[config.mk]
export PLATFORM = sky130hd
export DESIGN_NAME = cfg_image_sequencer
export DESIGN_NICKNAME = d
export VERILOG_FILES = /design/src/rtl/cfg_image_sequencer.sv
export SDC_FILE = /design/constraint.sdc
export NUM_CORES = 1
export LEC_CHECK = 0
export CORE_MARGIN = 2
export CORE_UTILIZATION = 30
export DETAILED_ROUTE_END_ITERATION = 8
export SLEW_MARGIN = 20
export SYNTH_ARGS = -nofsm -noshare
export SYNTH_HDL_FRONTEND = slang
export SYNTH_SLANG_ARGS = --single-unit
[constraint.sdc]
create_clock -name CLK -period 3.05 [get_ports CLK]
set_input_delay 0.61 -clock CLK [delete_from_list [all_inputs] [get_ports CLK]]
set_output_delay 0.61 -clock CLK [all_outputs]
set_load 0.05 [all_outputs]
[src/rtl/cfg_image_sequencer.sv]
// ---------------------------------------------------------------------------
// cfg_image_sequencer
//
// Configuration sequencer for the ML555 CPLD. After a board reset it holds the
// ICS874003-02 clock synthesizer in reset. It then latches the jumper-selected
// Platform Flash image and pulses PROG_B low. INIT_B and DONE are supervised
// with timeouts. A failed attempt falls back to the golden image 0 for a
// limited number of retries before parking in ERROR. A debounced press of the
// PROG pushbutton restarts the sequence from any state except ICS_RST.
//
// Ports
//   CLK                  in   board clock, rising edge
//   RST                  in   synchronous active-high reset
//   PROG_SW_B            in   raw PROG pushbutton, active low, asynchronous
//   MAN_AUTO             in   1 forces FLASH_SEL[0] to 0 (sampled live)
//   FLASH_IMAGE0_SELECT  in   header image bit 0 (revision select)
//   FLASH_IMAGE1_SELECT  in   header image bit 1 (flash device select)
//   INIT_B               in   FPGA INIT_B, asynchronous
//   FPGA_DONE            in   FPGA DONE, asynchronous
//   PROG_B               out  FPGA PROG_B, active low
//   FLASH_CF_B           out  copy of PROG_B for the Platform Flash
//   FLASH_SEL[1:0]       out  Platform Flash revision select, bit 1 tied low
//   FLASH_CE_B           out  flash 0 chip enable, active low
//   FLASH_CE1_B          out  flash 1 chip enable, active low
//   ICS_MR               out  clock synthesizer master reset, active high
//   CFG_STATE[2:0]       out  current state code
//   CFG_ERR              out  high while in ERROR
//   RETRY_CNT[1:0]       out  golden-image retries used in this sequence
// ---------------------------------------------------------------------------
module cfg_image_sequencer #(
    parameter int ICS_RST_CYCLES    = 4096,
    parameter int PROG_PULSE_CYCLES = 1024,
    parameter int INIT_TIMEOUT      = 65536,
    parameter int DONE_TIMEOUT      = 16777216,
    parameter int DEBOUNCE_CYCLES   = 65536,
    parameter int MAX_RETRY         = 1
) (
    input  logic       CLK,
    input  logic       RST,
    input  logic       PROG_SW_B,
    input  logic       MAN_AUTO,
    input  logic       FLASH_IMAGE0_SELECT,
    input  logic       FLASH_IMAGE1_SELECT,
    input  logic       INIT_B,
    input  logic       FPGA_DONE,
    output logic       PROG_B,
    output logic       FLASH_CF_B,
    output logic [1:0] FLASH_SEL,
    output logic       FLASH_CE_B,
    output logic       FLASH_CE1_B,
    output logic       ICS_MR,
    output logic [2:0] CFG_STATE,
    output logic       CFG_ERR,
    output logic [1:0] RETRY_CNT
);

    // -----------------------------------------------------------------------
    // Counter sizing: the shared state counter must reach the largest
    // terminal count of any state.
    // -----------------------------------------------------------------------
    localparam int MAX_AB  = (ICS_RST_CYCLES > PROG_PULSE_CYCLES) ? ICS_RST_CYCLES : PROG_PULSE_CYCLES;
    localparam int MAX_CD  = (INIT_TIMEOUT > DONE_TIMEOUT) ? INIT_TIMEOUT : DONE_TIMEOUT;
    localparam int CNT_MAX = (MAX_AB > MAX_CD) ? MAX_AB : MAX_CD;
    localparam int CNT_W   = $clog2(CNT_MAX + 1);
    localparam int DEB_W   = $clog2(DEBOUNCE_CYCLES + 1);

    localparam logic [CNT_W-1:0] ICS_LAST   = CNT_W'(ICS_RST_CYCLES - 1);
    localparam logic [CNT_W-1:0] PROG_LAST  = CNT_W'(PROG_PULSE_CYCLES - 1);
    localparam logic [CNT_W-1:0] INIT_LAST  = CNT_W'(INIT_TIMEOUT - 1);
    localparam logic [CNT_W-1:0] DONE_LAST  = CNT_W'(DONE_TIMEOUT - 1);
    localparam logic [CNT_W-1:0] CNT_SAT    = {CNT_W{1'b1}};
    localparam logic [DEB_W-1:0] DEB_LAST   = DEB_W'(DEBOUNCE_CYCLES - 1);

    typedef enum logic [2:0] {
        ST_ICS_RST    = 3'd0,
        ST_PROG       = 3'd1,
        ST_WAIT_INIT  = 3'd2,
        ST_WAIT_DONE  = 3'd3,
        ST_CONFIGURED = 3'd4,
        ST_ERROR      = 3'd5
    } state_t;

    // -----------------------------------------------------------------------
    // Two-flop synchronizers for the asynchronous inputs.
    // Bit 0 = INIT_B, bit 1 = FPGA_DONE, bit 2 = PROG_SW_B.
    // The button idles high, so its synchronizer resets to 1 to avoid a
    // phantom low period right after reset.
    // -----------------------------------------------------------------------
    localparam int               NSYNC        = 3;
    localparam logic [NSYNC-1:0] SYNC_RST_VAL = 3'b100;

    logic [NSYNC-1:0] async_in;
    logic [NSYNC-1:0] sync_vec;

    assign async_in = {PROG_SW_B, FPGA_DONE, INIT_B};

    genvar gi;
    generate
        for (gi = 0; gi < NSYNC; gi++) begin : g_sync
            logic meta_reg;
            logic sync_reg;

            always_ff @(posedge CLK) begin
                if (RST) begin
                    meta_reg <= SYNC_RST_VAL[gi];
                    sync_reg <= SYNC_RST_VAL[gi];
                end else begin
                    meta_reg <= async_in[gi];
                    sync_reg <= meta_reg;
                end
            end

            assign sync_vec[gi] = sync_reg;
        end
    endgenerate

    logic init_sync;
    logic done_sync;
    logic sw_sync;

    assign init_sync = sync_vec[0];
    assign done_sync = sync_vec[1];
    assign sw_sync   = sync_vec[2];

    // -----------------------------------------------------------------------
    // Pushbutton debounce. The press event fires on the DEBOUNCE_CYCLES-th
    // consecutive low sample; armed_reg then blocks further events until the
    // button has been seen released.
    // -----------------------------------------------------------------------
    logic [DEB_W-1:0] deb_cnt_reg;
    logic             armed_reg;
    logic             press;

    assign press = armed_reg && !sw_sync && (deb_cnt_reg == DEB_LAST);

    always_ff @(posedge CLK) begin
        if (RST) begin
            deb_cnt_reg <= '0;
            armed_reg   <= 1'b1;
        end else if (sw_sync) begin
            deb_cnt_reg <= '0;
            armed_reg   <= 1'b1;
        end else begin
            if (deb_cnt_reg != DEB_LAST) begin
                deb_cnt_reg <= deb_cnt_reg + DEB_W'(1);
            end
            if (press) begin
                armed_reg <= 1'b0;
            end
        end
    end

    // -----------------------------------------------------------------------
    // Sequencer state
    // -----------------------------------------------------------------------
    state_t           state_reg;
    state_t           state_next;
    logic [CNT_W-1:0] cnt_reg;
    logic [1:0]       retry_reg;
    logic [1:0]       retry_next;
    logic [1:0]       image_reg;
    logic [1:0]       image_next;
    logic             enter;      // entering a state (including re-entry of PROG)
    logic             fail;       // attempt failed this cycle
    logic             can_retry;

    assign can_retry = (int'(retry_reg) < MAX_RETRY) && (retry_reg != 2'b11);

    always_comb begin
        state_next = state_reg;
        retry_next = retry_reg;
        image_next = image_reg;
        enter      = 1'b0;
        fail       = 1'b0;

        case (state_reg)
            ST_ICS_RST: begin
                if (cnt_reg == ICS_LAST) begin
                    state_next = ST_PROG;
                    image_next = {FLASH_IMAGE1_SELECT, FLASH_IMAGE0_SELECT};
                    enter      = 1'b1;
                end
            end
            ST_PROG: begin
                if (cnt_reg == PROG_LAST) begin
                    state_next = ST_WAIT_INIT;
                    enter      = 1'b1;
                end
            end
            ST_WAIT_INIT: begin
                if (init_sync) begin
                    state_next = ST_WAIT_DONE;
                    enter      = 1'b1;
                end else if (cnt_reg == INIT_LAST) begin
                    fail = 1'b1;
                end
            end
            ST_WAIT_DONE: begin
                // DONE is checked first so a simultaneous INIT_B drop still
                // counts as a successful configuration.
                if (done_sync) begin
                    state_next = ST_CONFIGURED;
                    enter      = 1'b1;
                end else if (!init_sync) begin
                    fail = 1'b1;
                end else if (cnt_reg == DONE_LAST) begin
                    fail = 1'b1;
                end
            end
            ST_CONFIGURED: begin
                // DONE falling is deliberately ignored here.
                state_next = ST_CONFIGURED;
            end
            ST_ERROR: begin
                state_next = ST_ERROR;
            end
            default: begin
                state_next = ST_ICS_RST;
                enter      = 1'b1;
            end
        endcase

        // Failed attempt: fall back to the golden image while retries remain.
        if (fail) begin
            enter = 1'b1;
            if (can_retry) begin
                retry_next = retry_reg + 2'd1;
                image_next = 2'b00;
                state_next = ST_PROG;
            end else begin
                state_next = ST_ERROR;
            end
        end

        // A button press overrides everything except the clock reset phase.
        if (press && (state_reg != ST_ICS_RST)) begin
            state_next = ST_PROG;
            retry_next = 2'b00;
            image_next = {FLASH_IMAGE1_SELECT, FLASH_IMAGE0_SELECT};
            enter      = 1'b1;
        end
    end

    always_ff @(posedge CLK) begin
        if (RST) begin
            state_reg <= ST_ICS_RST;
            cnt_reg   <= '0;
            retry_reg <= 2'b00;
            image_reg <= 2'b00;
        end else begin
            state_reg <= state_next;
            retry_reg <= retry_next;
            image_reg <= image_next;
            if (enter) begin
                cnt_reg <= '0;
            end else if (cnt_reg != CNT_SAT) begin
                cnt_reg <= cnt_reg + CNT_W'(1);
            end
        end
    end

    // -----------------------------------------------------------------------
    // Output decode. Outputs are computed from the next-state values and
    // registered, so every pin changes on the same edge as CFG_STATE.
    // -----------------------------------------------------------------------
    logic ics_mr_next;
    logic prog_b_next;
    logic flash_active;
    logic ce_b_next;
    logic ce1_b_next;
    logic sel0_next;
    logic err_next;

    always_comb begin
        ics_mr_next  = (state_next == ST_ICS_RST);
        prog_b_next  = (state_next == ST_WAIT_INIT) || (state_next == ST_WAIT_DONE) ||
                       (state_next == ST_CONFIGURED) || (state_next == ST_ERROR);
        flash_active = (state_next == ST_PROG) || (state_next == ST_WAIT_INIT) ||
                       (state_next == ST_WAIT_DONE);
        ce_b_next    = !(flash_active && !image_next[1]);
        ce1_b_next   = !(flash_active && image_next[1]);
        sel0_next    = !MAN_AUTO && image_next[0];
        err_next     = (state_next == ST_ERROR);
    end

    logic ics_mr_reg;
    logic prog_b_reg;
    logic ce_b_reg;
    logic ce1_b_reg;
    logic sel0_reg;
    logic err_reg;

    always_ff @(posedge CLK) begin
        if (RST) begin
            ics_mr_reg <= 1'b1;
            prog_b_reg <= 1'b0;
            ce_b_reg   <= 1'b1;
            ce1_b_reg  <= 1'b1;
            sel0_reg   <= 1'b0;
            err_reg    <= 1'b0;
        end else begin
            ics_mr_reg <= ics_mr_next;
            prog_b_reg <= prog_b_next;
            ce_b_reg   <= ce_b_next;
            ce1_b_reg  <= ce1_b_next;
            sel0_reg   <= sel0_next;
            err_reg    <= err_next;
        end
    end

    assign ICS_MR      = ics_mr_reg;
    assign PROG_B      = prog_b_reg;
    assign FLASH_CF_B  = prog_b_reg;
    assign FLASH_CE_B  = ce_b_reg;
    assign FLASH_CE1_B = ce1_b_reg;
    assign FLASH_SEL   = {1'b0, sel0_reg};
    assign CFG_ERR     = err_reg;
    assign CFG_STATE   = state_reg;
    assign RETRY_CNT   = retry_reg;

endmodule

Yosys cells after proc, flatten, opt, wreduce, memory -nomap -nowiden
Cells that the tools add are included.

Add/subtract/negate cells: 3. Magnitude comparators: 1. Eq/ne operators: 18. Mux-type cells: 26. Reduce and logical (&&, ||, !) cells: 25.

Operator list (number): $add 25x1->25 const B (1); $eq 25x10->1 const B (1); $eq 25x12->1 const B (1); $eq 25x16->1 const B (1); $eq 25x24->1 const B (1); $ne 25x25->1 const B (1); $mux 3 (7); $pmux 3 s6 (1); $add 17x1->17 const B (1); $eq 17x16->1 const B (1); $ne 17x16->1 const B (1); $eq 3x2->1 const B (4); $eq 3x3->1 const B (4); $mux 1 (11); $mux 2 (5); $reduce_or 2->1 (4); $logic_and 1x1->1 (7); $eq 3x1->1 const B (2); $logic_not 3->1 (2); $logic_not 1->1 (5); $logic_or 1x1->1 (5); $pmux 1 s5 (1); $reduce_bool 3->1 (1); $add 2x1->2 const B (1); 4 further kinds (4).

Register bits: 62. Bits of input ports: 8. Output and inout port bits: 13. Word-level logic and storage cells: 91.

Depth between registers and ports, before layout
Gate-level depths: netlist of the first run.

Word-level depth: 12. Mapped depth: 13. Gate-level depth less buffers: 11.

Worst setup path after synthesis of the first run
Ideal clock, no wire load.

Path type: reg-to-reg. From: register deb_cnt_reg[8]. To: register ce1_b_reg (netlist: FLASH_CE1_B). Library setup time: 122 ps. Data arrival time: 2286 ps. Data required time: 2928 ps. Path slack: 643 ps. Cell stages (with the launch flop): 13. Buffers on the path: 1. Period minus slack after synthesis: 2407 ps. Path through: dfxtp_1 -> nand4_1 -> nor2_1 -> and4_1 -> and3_1 -> ha_1 -> buf_2 -> nand2_1 -> nor3_1 -> o21bai_1 -> nor2b_1 -> a221oi_2 -> nand2b_1.

Longest elaborated chain between the ends: 9. Elaborated cells between the ends (all ways): 12. Those cells by class: eq/ne (4); mux (2); reduce/logical (6).

Ends and longest elaborated chain: from (decl) (line 130) `logic [DEB_W-1:0] deb_cnt_reg;`; from (signal assigned) (line 145) `deb_cnt_reg <= deb_cnt_reg + DEB_W'(1);`; $eq 17x16->1 (*) (line 134) `assign press = armed_reg && !sw_sync && (deb_cnt_reg == DEB_LAST);`; $logic_and 1x1->1 (*) (line 134); $logic_and 1x1->1 (*) (line 236) `if (press && (state_reg != ST_ICS_RST)) begin`; $mux 3 (line 236); $eq 3x1->1 or $eq 3x2->1 (tied branches) (line 278) `flash_active = (state_next == ST_PROG) || (state_next == ST_WAIT_INIT) ||`; $logic_or 1x1->1 (2 in series) (line 278); $logic_and 1x1->1 (*) (line 281) `ce1_b_next = !(flash_active && image_next[1]);`; $logic_not 1->1 (*) (line 281); to (signal assigned) (line 305) `ce1_b_reg <= ce1_b_next;`; to (decl) (line 289) `logic ce1_b_reg;`.

Mark *: on every way between the ends. The rest lies on a longest branch, timed or not. A chain may end at the register's enable or synchronous reset.

Worst setup path after layout of the first run
From: register deb_cnt_reg[7]. To: register ce_b_reg (netlist: FLASH_CE_B).

Longest elaborated chain between the ends: 9. Elaborated cells between the ends (all ways): 13. Those cells by class: eq/ne (4); mux (2); reduce/logical (7).

Ends and longest elaborated chain: $eq 17x16->1 (*) (line 134); $logic_and 1x1->1 (*) (line 134); $logic_and 1x1->1 (*) (line 236); $mux 3 (line 236); $eq 3x1->1 or $eq 3x2->1 (tied branches) (line 278); $logic_or 1x1->1 (2 in series) (line 278); $logic_and 1x1->1 (*) (line 280) `ce_b_next = !(flash_active && !image_next[1]);`; $logic_not 1->1 (*) (line 280); to (signal assigned) (line 304) `ce_b_reg <= ce_b_next;`; to (decl) (line 288) `logic ce_b_reg;`.

Marked as above.

==> flow_summary_export.csv, run 1 <==
group,metric,value,unit
sta,tns,0,ns
global_route,antenna_found_initial,0,
drt,wirelength,5.84,mm
floorplanning,fp-row-count,36,
worst_setup_path,setup.worst_path.start_class,"flop",
sta,setup_slack,0.476,ns
run_status,status,"completed",
clock_tree,cts_buffers,9,
worst_hold_path,hp-start,"g_sync[2].meta_reg$_SDFF_PP1_",
clock_tree,cts_tree,"done",
floorplanning,io_pins,21,
final_layout,seq_area,1240,sq um
synth,syn_area,3010,sq um
worst_setup_path,r2r_slack,0.48,ns
power,p_int,1.37,mW
clock_tree,clkTransAtPathRegs,0.08,ns
synth,syn_inst,340,
placement,gp_congestion,0.769,
sta,clock.fmax,389,MHz
power,power_frac_seq,0.478,
floorplanning,die_h,104,um
placement,port_buffers,19,
final_layout,final_core_util,0.362,
worst_hold_path,hp-class,"flop to flop",
power,irDropWorstVdd,250,uV
clock_tree,cts_buffer_depth,2,
clock_tree,postCtsSetupBuffers,0,
synth,syn_area_per_cell,8.84,sq um
final_layout,multi_input_area,1620,sq um
worst_setup_path,worstPathRequired,3.28,ns
global_route,grt_pass1_vias,2235,
synth,yosysTopAreaCell,"dfxtp_1",
global_route,grt_usage,0.114,
synth,yosysSeqAreaShare,0.413,
sta,setup_viol,0,
floorplanning,die_area,10800,sq um
worst_setup_path,critical_path_arrival,2.81,ns
drt,drc_errors,0,
drt,ant_nets,0,
global_route,grt_pass1_wl,10.2,mm
drt,num_vias,2326,
worst_setup_path,worst_setup_path_end_kind,"flop",
final_layout,drive_above_1_share,0.107,
drt,drt_first_pass_iters,4,
synth,synth_top_area_frac,0.413,
drt,wire_per_inst,11.8,um
run,maxCapViolations,0,
placement,hpwl,4.13,mm
global_route,grt_overflow_total,0,
sta,rsz0062_at_grt,"false",
synth,asyncSetResetFlopFracSynth,0,
synth,synth_flop_cell,"dfxtp_1",
synth,syn-num-nets,352,
floorplanning,die_w,104,um
drt,routed_via_density,4.69,
drt,dr.first_iter.drc_count,52,
power,switching_share,0.206,
synth,synth_cell_types,53,
final_layout,num_antenna_cells,0,
sta,min_period_over_period,0.844,
placement,place_ws,0.467,ns
sta,worst_pin_slew,0.527,ns
power,p_comb_frac,0.023,
sta,relSlewSlack,0.648,
final_layout,synthToLayoutAreaGrowth,17.1,%
sta,finClkSkew,0.0153,ns
worst_setup_path,r2r-start,"deb_cnt_reg[7]$_SDFFE_PP0P_",
clock_tree,cts_root_buffer,"clkbuf_8",
worst_setup_path,worstReg2RegEnd,"FLASH_CE_B$_SDFF_PP1_",
clock_tree,insertion_delay,0.34,ns
worst_setup_path,crit_type,"flop to flop",
power,finalPower,1.72,mW
clock_tree,ctsResizeCount,0,
final_layout,filler_cell_count,1028,
worst_hold_path,hold_end,"g_sync[2].sync_reg$_SDFF_PP1_",
global_route,grt_max_degree,26,
clock_tree,cts.sinks,62,
worst_setup_path,ff2ff_path_depth,11,
power,clkPwrFrac,0.499,
synth,synth_area_leaders,"dfxtp_1 (41%), nor2_1 (7.9%), xnor2_1 (6.1%)",
power,p_switching,355,uW
worst_hold_path,min_path_cells,1,
power,power_density,489,nW/um^2
synth,synth_edf_count,0,
synth,yosys_warnings,0,
clock_tree,htree_levels,3,
sta,finalHoldViolCount,0,
sta,finalMaxSlewViolations,0,
worst_setup_path,crit_fanout,6,
power,total_leakage_power,1.21,nW
floorplanning,core_region_area,9730,sq um
final_layout,fin_nets,370,
clock_tree,ctsHoldBuffers,0,
synth,ys_ff_latch,62,
final_layout,largest_reg_flops,25,
sta,fin_crit,2.57,ns
floorplanning,initial_core_util,0.309,
-- synth_stat cells (6+ instances only) --
master / n
a21oi_1: 7
and3_1: 8
and4_1: 6
dfxtp_1: 62
inv_1: 10
nand2_1: 24
nand3_1: 11
nand4_1: 18
nor2_1: 63
nor2b_1: 8
nor3_1: 14
xnor2_1: 21
xor2_1: 16
-- layout make-up --
class / instances / share of cell area
Tap cell: 133 / 0.0473
Multi-Input combinational cell: 253 / 0.461
Sequential cell: 62 / 0.353
Clock buffer: 12 / 0.0469
Timing Repair Buffer: 22 / 0.0604
Clock inverter: 4 / 0.0217
Inverter: 10 / 0.0107
-- routing by layer --
| metal | vias to the layer above | share of wire | track usage |
|---|---|---|---|
| met5 | - | 0 | 0 |
| met4 | 0 | 0.015 | 0.0473 |
| met3 | 8 | 0.028 | 0.0345 |
| met2 | 23 | 0.46 | 0.187 |
| met1 | 1088 | 0.49 | 0.140 |
| li1 | 1207 | - | - |
-- worst max-delay path, stage by stage, from the launching register on --
cell,delay (ns)
dfxtp_1,0.39
nand4_1,0.12
nor2_1,0.22
and4_1,0.24
and3_1,0.16
ha_1,0.16
nand2_1,0.06
nor3_1,0.29
o21bai_1,0.30
nor2b_1,0.13
a221oi_2,0.32
nand2_1,0.08
-- cells in the final DEF (no fill, tap or decap), types with 6 or more instances in the layout --
master           instances
nand4_1                 18
and4_1                   6
and3_1                   8
nor2b_1                  8
inv_1                   10
nor2_1                  63
a21oi_1                  7
xnor2_1                 21
nand2_1                 24
nand3_1                 11
clkdlybuf4s50_1         19
dfxtp_1                 62
nor3_1                  14
xor2_1                  16
clkbuf_8                12
-- worst max path at each step --
stage / from / end / slack (ns) / depth (start not counted)
4_1_cts: deb_cnt_reg[8]$_SDFFE_PP0P_ / FLASH_CE_B$_SDFF_PP1_ / 0.45 / 11
6_report: deb_cnt_reg[7]$_SDFFE_PP0P_ / FLASH_CE_B$_SDFF_PP1_ / 0.48 / 11
2_1_floorplan: deb_cnt_reg[8]$_SDFFE_PP0P_ / FLASH_CE1_B$_SDFF_PP1_ / 0.64 / 12
3_5_place_dp: deb_cnt_reg[8]$_SDFFE_PP0P_ / FLASH_CE_B$_SDFF_PP1_ / 0.47 / 11
3_3_place_gp: deb_cnt_reg[8]$_SDFFE_PP0P_ / FLASH_CE_B$_SDFF_PP1_ / 0.58 / 11
5_1_grt: deb_cnt_reg[8]$_SDFFE_PP0P_ / FLASH_CE1_B$_SDFF_PP1_ / 0.18 / 11
-- per-stage QoR --
stage	std cells	hold slack [ns]	cell area, sq um
floorplan	340	0.389	3010
global route	496	0.415	3520
global placement	480	0.395	3280
detailed placement	480	0.396	3280
CTS	496	0.417	3520
finish	496	0.416	3520
-- cell families after synthesis --
group,count (synthesis),synth area share
and+or+nand+nor,180,0.325
other,1,0.00125
xor gates and xnor gates,37,0.108
muxes,2,0.00666
AOI/OAI and AO/OA,29,0.0824
DFF,62,0.413
buffers and inverters,25,0.0479
adders and majority gates,4,0.0166
-- power groups by stage --
| stage | Clock (mW) | Combinational (mW) | Sequential (mW) |
|---|---|---|---|
| finish | 0.859 | 0.0389 | 0.822 |
| global route | 0.925 | 0.0437 | 0.824 |
| CTS | 0.883 | 0.0397 | 0.822 |
| detailed placement | 0 | 0.0398 | 0.841 |
| global placement | 0 | 0.0391 | 0.841 |
| floorplan | 0 | 0.0277 | 0.840 |
No activity file was read; power rests on OpenSTA's default activity.
==> inputs of run 2 (changes only) <==
Clock period 3.05 ns to 2.4 ns, I/O delays scaled along.
==> flow_summary_export.csv, run 2 (synthesis results as in run 1) <==
group,metric,value,unit
clock_tree,cts_tree,"done",
sta,setup_viol,0,
floorplanning,initial_core_util,0.309,
power,p_int,1.58,mW
power,p_comb_frac,0.027,
placement,port_buffers,19,
power,switching_share,0.232,
worst_setup_path,crit_type,"flop to flop",
sta,finClkSkew,0.00970,ns
worst_setup_path,cp-startpoint,"deb_cnt_reg[9]$_SDFFE_PP0P_",
worst_setup_path,crit_top_cell,"nor3_2",
drt,dr.first_iter.drc_count,110,
worst_setup_path,setup.worst_path.start_class,"flop",
final_layout,seq_area,1240,sq um
clock_tree,htree_levels,3,
power,power_density,566,nW/um^2
sta,min_period_over_period,0.950,
global_route,grt_pass1_vias,2235,
drt,ant_nets,0,
worst_setup_path,cp_slowest_cell,"a211o_4",
floorplanning,core_region_area,9730,sq um
final_layout,finish.instance_area,3630,sq um
drt,drc_errors,0,
final_layout,drive_above_1_share,0.153,
placement,place_ws,-0.00926,ns
global_route,grt_max_degree,26,
worst_setup_path,worstPathRequired,2.68,ns
run_status,status,"completed",
floorplanning,die_w,104,um
clock_tree,insertion_delay,0.35,ns
worst_setup_path,critical_path_arrival,2.56,ns
drt,drt_first_pass_iters,4,
sta,clock.fmax,438,MHz
final_layout,layout.cells.most_common_list,"nor2_1 (62), dfxtp_1 (61), nand2_1 (24), xnor2_1 (21), clkdlybuf4s50_1 (19)",
clock_tree,cts_buffers,9,
worst_hold_path,hp-class,"flop to flop",
final_layout,fin_nets,385,
run,maxCapViolations,0,
worst_setup_path,worst_setup_path_end_kind,"flop",
sta,worst_pin_slew,0.516,ns
clock_tree,cts_root_buffer,"clkbuf_8",
worst_hold_path,hp-start,"g_sync[2].meta_reg$_SDFF_PP1_",
floorplanning,io_pins,21,
clock_tree,cts.sinks,62,
global_route,antenna_found_initial,0,
worst_setup_path,r2r-start,"deb_cnt_reg[9]$_SDFFE_PP0P_",
worst_setup_path,crit_fanout,13,
final_layout,filler_cell_count,985,
sta,setup_slack,0.119,ns
power,total_leakage_power,1.27,nW
clock_tree,ctsHoldBuffers,0,
global_route,grt_pass1_wl,10.2,mm
placement,placed_cell_area,3370,sq um
drt,routed_via_density,4.66,
floorplanning,die_h,104,um
placement,hpwl,4.19,mm
sta,holdWs,0.411,ns
global_route,grt_overflow_total,0,
worst_setup_path,crit_path_max_incr_delay,0.41,ns
final_layout,final_common_cell,"nor2_1",
final_layout,final_core_util,0.373,
sta,tns,0,ns
placement,gp_congestion,0.799,
power,clkPwrFrac,0.464,
final_layout,num_antenna_cells,0,
power,power_frac_seq,0.509,
final_layout,synthToLayoutAreaGrowth,20.7,%
drt,num_vias,2383,
placement,place_inst,492,
drt,wire_per_inst,12.0,um
power,p_switching,476,uW
sta,fin_crit,2.28,ns
final_layout,finalNonFillerCells,511,
sta,finalHoldViolCount,0,
clock_tree,clkTransAtPathRegs,0.08,ns
sta,finalMaxSlewViolations,0,
sta,relSlewSlack,0.655,
power,finalPower,2.05,mW
final_layout,multi_input_area,1660,sq um
power,irDropWorstVdd,292,uV
floorplanning,fp-row-count,36,
worst_setup_path,path_cells,"nand4_1 > nor2_2 > and4_1 > and3_1 > ha_1 > nand2_1 > nor3_2 > or2_4 > nand3b_4 > a211o_4 > nor3_2",
global_route,grt_usage,0.115,
floorplanning,die_area,10800,sq um
drt,wirelength,6.15,mm
final_layout,largest_reg_flops,25,
clock_tree,cts_buffer_depth,2,
[run 2: changes by cell type in the layout (fill, tap and decap cells not counted), sizes merged]
| cell | change |
|---|---|
| clkbuf | -2 |
| clkinv | +1 |
| buf | +14 |
| clkinvlp | +2 |
| a211o | +1 |
| bufinv | -1 |
[run 2: final timing paths]
path                                                      end  slack [ns]  cells after the start
worst min register to register  g_sync[2].sync_reg$_SDFF_PP1_        0.41                      1
worst max register to register        cnt_reg[2]$_SDFFE_PP0P_        0.12                     11
worst max-delay path                  cnt_reg[2]$_SDFFE_PP0P_        0.12                     11
worst min-delay path            g_sync[2].sync_reg$_SDFF_PP1_        0.41                      1
[run 2: cell type report]
cell class,count,share of cell area
multi-input combinational,254,0.457
tap,133,0.0458
clock inverter,6,0.0193
clock buffer,10,0.0379
inverter,10,0.0103
timing repair buffer,36,0.0876
sequential,62,0.342
[run 2: repair_timing]
| item | 4_1_cts | 5_1_grt |
|---|---|---|
| cloned | 0 | 1 |
| endpoints found under the setup margin | 6 | 30 |
| buffers inserted | 0 | 2 |
| pin swaps | 0 | 1 |
| resized for setup | 1 | 4 |
[run 2: power by group through the flow]
stage          clock, mW  combinational (mW)  sequential [mW]
2_1_floorplan          0              0.0352             1.07
3_3_place_gp           0              0.0519             1.07
3_5_place_dp           0              0.0529             1.07
4_1_cts            0.974              0.0534             1.05
5_1_grt             1.03              0.0612             1.05
6_report           0.952              0.0557             1.05
[run 2: per-layer routing]
layer	part of all wire	up-vias	track usage
li1	-	1241	-
met1	0.48	1086	0.147
met2	0.46	48	0.178
met3	0.049	8	0.0420
met4	0.0091	0	0.0444
met5	0	-	0
[run 2: critical path, delay by kind of cell, from the launching register on]
family	cells	cell delay, ns
simple gates	9	1.27
compound gates	1	0.41
flops	1	0.33
fa+ha+maj	1	0.19
==> inputs of run 3 (changes only) <==
Settings changed: PLACE_DENSITY from default to 0.53.
==> flow_summary_export.csv, run 3 (synthesis results as in run 1) <==
group,metric,value,unit
clock_tree,cts_buffer_depth,2,
global_route,grtUsageMet3,0.0445,
placement,hpwl,4.17,mm
sta,setup_slack,0.108,ns
floorplanning,fp-row-count,36,
worst_setup_path,worstPathRequired,1.92,ns
sta,worst_pin_slew,0.505,ns
power,irDropWorstVdd,215,uV
clock_tree,clkTransAtPathRegs,0.07,ns
final_layout,num_antenna_cells,0,
final_layout,finalNonFillerCells,511,
clock_tree,insertion_delay,0.33,ns
run,maxCapViolations,0,
global_route,grt_pass1_vias,2409,
floorplanning,initial_core_util,0.309,
placement,place_ws,0.00939,ns
final_layout,largest_reg_flops,25,
drt,routed_via_density,4.69,
sta,relSlewSlack,0.662,
worst_setup_path,path_cells,"clkdlybuf4s50_1",
sta,tns,0,ns
global_route,grt_max_degree,19,
placement,place_inst,493,
drt,ant_nets,0,
sta,fin_crit,2.29,ns
sta,setup_viol,0,
floorplanning,io_pins,21,
worst_setup_path,path_buf_inv,1,
worst_setup_path,cp_slowest_cell,"clkdlybuf4s50_1",
worst_setup_path,cp_top_family,"buffers and inverters",
worst_setup_path,worst_setup_path_end_kind,"output pin",
run_status,status,"completed",
floorplanning,die_area,10800,sq um
floorplanning,die_w,104,um
placement,gp_congestion,0.790,
power,power_density,568,nW/um^2
sta,finalMaxSlewViolations,0,
drt,drt_first_pass_iters,4,
drt,dr.first_iter.drc_count,111,
floorplanning,die_h,104,um
final_layout,synthToLayoutAreaGrowth,21.1,%
sta,clock.fmax,436,MHz
sta,min_period_over_period,0.955,
clock_tree,cts_root_buffer,"clkbuf_8",
clock_tree,htree_levels,3,
global_route,grt_usage,0.123,
worst_setup_path,crit_type,"flop to output pin",
power,total_leakage_power,1.29,nW
global_route,grt_overflow_total,0,
sta,finalHoldViolCount,0,
final_layout,filler_cell_count,1022,
clock_tree,cts.sinks,62,
worst_setup_path,critical_path_arrival,1.81,ns
worst_setup_path,crit_fanout,11,
drt,num_vias,2398,
drt,drc_errors,0,
global_route,grt_pass1_wl,11.0,mm
worst_setup_path,crit_path_max_incr_delay,0.89,ns
global_route,grt.busiest_layer,"met2",
final_layout,fin_nets,386,
placement,port_buffers,19,
worst_hold_path,hp-class,"flop to flop",
floorplanning,core_region_area,9730,sq um
global_route,grt_util_met1,0.151,
sta,finClkSkew,0.00821,ns
global_route,antenna_found_initial,0,
drt,wirelength,6.14,mm
drt,wire_per_inst,12.0,um
global_route,grtUsageMet2,0.203,
clock_tree,cts_tree,"done",
final_layout,final_common_cell,"nor2_1",
final_layout,drive_above_1_share,0.159,
worst_setup_path,setup.worst_path.start_class,"flop",
final_layout,layout.cells.most_common_list,"nor2_1 (61), dfxtp_1 (60), nand2_1 (24), xnor2_1 (21), clkdlybuf4s50_1 (19)",
clock_tree,cts_buffers,9,
==> run 3: layout make-up <==
| class | count | area (sq um) | share of cell area |
|---|---|---|---|
| Multi-Input combinational cell | 254 | 1670 | 0.457 |
| Sequential cell | 62 | 1240 | 0.342 |
| Timing Repair Buffer | 37 | 325 | 0.0893 |
| Tap cell | 133 | 166 | 0.0457 |
| Clock buffer | 10 | 128 | 0.0351 |
| Clock inverter | 5 | 75.1 | 0.0206 |
| Inverter | 10 | 37.5 | 0.0103 |
==> run 3: worst paths after layout <==
kind,from,endpoint,slack [ns],cells after the start
worst max register to register,deb_cnt_reg[9]$_SDFFE_PP0P_,cnt_reg[2]$_SDFFE_PP0P_,0.14,11
worst min register to register,g_sync[2].meta_reg$_SDFF_PP1_,g_sync[2].sync_reg$_SDFF_PP1_,0.42,1
worst min-delay path,g_sync[2].meta_reg$_SDFF_PP1_,g_sync[2].sync_reg$_SDFF_PP1_,0.42,1
worst max-delay path,CFG_STATE[0]$_SDFF_PP0_,CFG_STATE[0],0.11,1
==> run 3: layer usage <==
| layer | up-vias | wire length (um) |
|---|---|---|
| met5 | - | 0 |
| met4 | 0 | 85 |
| met3 | 8 | 242 |
| met2 | 37 | 2970 |
| met1 | 1114 | 2850 |
| li1 | 1239 | - |
==> run 3: what timing repair did <==
action,CTS,global route
endpoints found under the setup margin,15,38
cloned,1,0
hold buffers,0,0
gates resized for setup,1,7
hold endpoints to repair,0,0
pin swaps,1,4
setup buffers,0,2
==> run 3: metrics by stage <==
step | util | power (mW) | instance area, sq um | hold WS, ns
floorplan | - | 1.10 | 3010 | 0.389
global placement | 0.347 | 1.12 | 3380 | 0.402
detailed placement | 0.347 | 1.12 | 3380 | 0.412
CTS | 0.370 | 2.11 | 3600 | 0.431
global route | 0.374 | 2.15 | 3640 | 0.438
finish | 0.374 | 2.07 | 3640 | 0.425
==> run 3: where the power goes <==
group	switching (mW)	internal [mW]	total, mW
Sequential	0.00788	1.04	1.05
Clock	0.394	0.574	0.968
Combinational	0.0271	0.0271	0.0542
Total	0.429	1.64	2.07
